File: src/rtl/adder_bench_pkg.sv
// rtl/adder_bench_pkg.sv - shared types, constants and LFSR step for the adder stimulus checker
package adder_bench_pkg;

  typedef enum logic [1:0] {
    ST_IDLE  = 2'd0,
    ST_RUN   = 2'd1,
    ST_DRAIN = 2'd2,
    ST_DONE  = 2'd3
  } state_e;

  localparam logic [31:0] LFSR_MASK   = 32'h8020_0003;
  localparam logic [31:0] LFSR_SEED_A = 32'hACE1_2468;
  localparam logic [31:0] LFSR_SEED_B = 32'h1357_9BDF;
  localparam int          ERR_W       = 16;

  // One Galois step: shift right, fold the mask in when the bit shifted out is set.
  function automatic logic [31:0] lfsr_next(input logic [31:0] cur);
    return (cur >> 1) ^ (cur[0] ? LFSR_MASK : 32'h0);
  endfunction

endpackage

File: src/rtl/lfsr32_galois.sv
// rtl/lfsr32_galois.sv - 32-bit Galois LFSR with synchronous reload and step enable
module lfsr32_galois
  import adder_bench_pkg::*;
#(
  parameter logic [31:0] RESET_SEED = 32'h0000_0001
) (
  input  logic        clk,
  input  logic        rst,
  input  logic        load,
  input  logic [31:0] seed,
  input  logic        step,
  output logic [31:0] q
);

  logic [31:0] q_q;
  logic [31:0] q_d;

  // Reload wins over step so a restart always begins from the seed.
  always_comb begin
    q_d = q_q;
    if (load) begin
      q_d = seed;
    end else if (step) begin
      q_d = lfsr_next(q_q);
    end
  end

  // State register; reset lands on the same seed a reload would use.
  always_ff @(posedge clk or posedge rst) begin
    if (rst) begin
      q_q <= RESET_SEED;
    end else begin
      q_q <= q_d;
    end
  end

  assign q = q_q;

endmodule

File: config.mk
export PLATFORM = sky130hd
export DESIGN_NAME = lfsr32_galois
export DESIGN_NICKNAME = d
export VERILOG_FILES = /design/src/rtl/adder_bench_pkg.sv /design/src/rtl/lfsr32_galois.sv
export SDC_FILE = /design/constraint.sdc
export NUM_CORES = 1
export LEC_CHECK = 0
export BUFFER_PORTS_ARGS = -buffer_cell sky130_fd_sc_hd__clkbuf_2
export CAP_MARGIN = 10
export CELL_PAD_IN_SITES_DETAIL_PLACEMENT = 1
export CELL_PAD_IN_SITES_GLOBAL_PLACEMENT = 1
export CORE_MARGIN = 1.5
export CORE_UTILIZATION = 25
export CTS_BUF_LIST = sky130_fd_sc_hd__clkbuf_8
export DETAILED_ROUTE_END_ITERATION = 8
export PLACE_DENSITY = 0.65
export SYNTH_ARGS = -nofsm -noshare
export SYNTH_HDL_FRONTEND = slang
export SYNTH_SLANG_ARGS = --single-unit
File: constraint.sdc
create_clock -name clk -period 1.2 [get_ports clk]
set_clock_uncertainty 0.05 [all_clocks]
set_input_delay 0 -clock clk [delete_from_list [all_inputs] [get_ports clk]]
set_output_delay 0 -clock clk [all_outputs]
set_load 0.01 [all_outputs]
==> qor.csv <==
stage,metric,value,unit
power,cell internal pwr,1979,uW
timing,fmax,0.9226,GHz
logic_synthesis,sequential share of the synthesized area,0.5228,
cells_and_area,Final Cell Area,0.002364,mm^2
timing,unrepaired setup endpoints after global routing,no,
critical_path,"reg-to-reg slack, setup",0.14,ns
outcome,outcome,"finished, final reports clean",
logic_synthesis,Post-synth top cells,"nand2_1, dfrtp_1, mux2i_1, o21ai_1, buf_2",
floorplanning,number of cell rows,28,
floorplanning,Initial Utilization,0.2591,
placement,Placed Area,0.001943,mm^2
power,Reg power frac,0.470,
cells_and_area,number of flip-flops in the largest register,32,
critical_path,CP Buf/Inv Count,1,
worst_hold_path,number of cells on the worst hold path,2,
power,pwr/cell area,1175,mW/mm^2
timing,Final period util,0.9033,
worst_hold_path,hold path startpoint,load,
critical_path,"slowest stage delay, CP",0.60,ns
cts,worst skew pair latency,0.28,ns
logic_synthesis,ys async rst share,1.000,
critical_path,crit path max fanout,6,
cts,maximum clock insertion buffer count,2,
logic_synthesis,"count leader, synth",nand2_1,
cts,CTS HTree Levels,2,
placement,port bufs,67,
cells_and_area,NumNets Final,282,
logic_synthesis,Yosys reg bits,32,
cells_and_area,ant diodes,0,
critical_path,"CP delay by family, top",flip-flops,
cts,Num CTS Buffers,5,
critical_path,crit-path cells,clkbuf_2,
critical_path,Setup CP Type,register to output pin,
critical_path,CP required,1.15,ns
power,Sw Share,0.2874,
power,P_sw,798.2,uW
timing,TNS Setup,0,ns
logic_synthesis,biggest area consumer among synthesized cells,dfrtp_1,
logic_synthesis,Syn Area/Cell,10.65,um^2
logic_synthesis,Synth top area share,0.5057,
cts,CTS tree,yes,
power,worst vdd ir,0.5019,mV
critical_path,RR Endpoint,q[0]$_DFFE_PP1P_,
cts,clock root cell,clkbuf_8,
logic_synthesis,"EDFF count, synth",0,
timing,Slew headroom,0.7188,
cts,total clock sinks,32,
power,clock power share,0.304,
timing,Worst Tran Pin Value,0.4218,ns
timing,# setup viols final,0,
grt,number of global-route vias before repair,1461,
detailed_routing,Pre-Repair DR Iteration Count,2,
cells_and_area,layout cells sized above 1,0.3239,
logic_synthesis,Yosys cell types,18,
critical_path,CP endpoint kind,output pin,
logic_synthesis,synth top area cells,"dfrtp_1, mux2i_1, o21ai_1",
cts,clock slew at reported path FFs,0.06,ns
critical_path,critical path's slowest cell,dfstp_2,
job,max-cap violation count,0,
cts,"Gates resized, CTS repair",0,
detailed_routing,routed wire length,4263,um
timing,Slew Limit Fails,0,
grt,initial antenna violation count,0,
logic_synthesis,synth warn,0,
logic_synthesis,Mapped Nets,180,
grt,Global Route Usage Sum,0.1400,
critical_path,reg2reg start,q[0]$_DFFE_PP1P_,
logic_synthesis,most used flip-flop cell after synthesis,dfrtp_1,
cells_and_area,Synth-to-Final Area Change,54.08,%
critical_path,Worst Path Arrival,1.03,ns
grt,grt ovf,0,
critical_path,Reg2Reg Depth,2,
power,Pleak,0.001203,uW
power,Gate power share,0.226,
logic_synthesis,Post-Syn Area,0.001534,mm^2
grt,pin count of the biggest net entering global routing,33,
grt,first-pass GRT wire length,6934,um
detailed_routing,drc violations,0,
detailed_routing,via/cell ratio,4.432,
critical_path,Setup crit start,q[0]$_DFFE_PP1P_,
critical_path,critical path launch point type,register,
timing,Final Hold Fails,0,
worst_hold_path,Worst Hold End,q[2]$_DFFE_PP0P_,
detailed_routing,Antenna Violating Nets Remaining,0,
worst_hold_path,Hold WC Path Type,input pin to register,
timing,hold slack final,0.08887,ns
detailed_routing,DR iter-0 viols,22,
floorplanning,IO Count,68,
placement,RePlAce Congestion,0.6743,
floorplanning,height of the die,81.33,um
floorplanning,Die ar.,0.006615,mm^2
detailed_routing,Routed WL per cell,13.24,um
floorplanning,core area,0.005921,mm^2
power,Tot Pwr,2777,uW
logic_synthesis,Synth Instances,144,
timing,Final Critical Period,1.084,ns
floorplanning,Die X-Extent,81.33,um
detailed_routing,via count,1427,
placement,DP HPWL,2809,um
[per-stage QoR]
step / cells / setup WS [ns] / util
3_3_place_gp: 281 / 0.1726 / 0.3282
2_1_floorplan: 144 / 0.1757 / -
4_1_cts: 322 / 0.1052 / 0.3992
5_1_grt: 322 / 0.07881 / 0.3992
3_5_place_dp: 281 / 0.1487 / 0.3282
6_report: 322 / 0.1161 / 0.3992
[layer usage]
layer / up-vias / GRT usage / wire (um) / share of wire
met4: 0 / 0.06207 / 58 / 0.014
met2: 43 / 0.2339 / 2101 / 0.49
met5: - / 0 / 0 / 0
li1: 696 / - / - / -
met3: 7 / 0.02697 / 187 / 0.044
met1: 681 / 0.1739 / 1916 / 0.45
[cell families (layout without fill, tap and decap cells)]
kind of cell / after synthesis / count (layout) / share of synthesized area
AOI/OAI and AO/OA: 32 / 32 / 0.1109
xor gates and xnor gates: 2 / 2 / 0.01142
buffers and inverters: 12 / 115 / 0.06117
DFF: 32 / 32 / 0.5228
muxes: 29 / 29 / 0.1892
and+or+nand+nor: 37 / 37 / 0.1044
[cell usage in the layout, fill, tap and decap left out, drive strengths merged]
cell,netlist,routed
clkbuf,1,73
dlygate4sd3,0,33
nand2,32,32
dfrtp,31,31
mux2i,29,29
o21ai,29,29
buf,10,6
inv,1,3
xnor2,2,2
or3b,2,2
o211ai,2,2
nand2b,1,1
nor2b,1,1
nor4bb,1,1
a221o,1,1
dfstp,1,1
[power by group through the flow]
| stage | sequential (uW) | combinational (uW) | clock, uW |
|---|---|---|---|
| after global routing | 1330 | 700 | 917 |
| after floorplan | 1360 | 270 | 0 |
| after detailed placement | 1330 | 550 | 0 |
| final | 1310 | 627 | 844 |
| after global placement | 1320 | 537 | 0 |
| after CTS | 1310 | 634 | 885 |
[timing repair]
| item | 4_1_cts | 5_1_grt |
|---|---|---|
| buffers inserted | 0 | 0 |
| hold buffers | 33 | 0 |
| endpoints found under the hold margin | 63 | 0 |
| setup endpoints to repair | 0 | 0 |
[final cells by class]
type | instances | area (um^2)
fill | 693 | 3557
timing repair buffer | 106 | 735.7
sequential | 32 | 802.0
clock buffer | 6 | 82.58
tap | 75 | 93.84
multi-input combinational | 100 | 638.1
inverter | 1 | 3.754
clock inverter | 2 | 7.507
[worst max-delay path by stage]
stage                            end  slack [ns]  cells past startpoint
floorplan           q[0]$_DFFE_PP1P_        0.18                      2
global placement    q[0]$_DFFE_PP1P_        0.17                      2
detailed placement  q[0]$_DFFE_PP1P_        0.15                      2
CTS                             q[0]        0.11                      1
global route                    q[0]        0.08                      1
finish                          q[0]        0.12                      1
(Power assumes the default switching activity.)
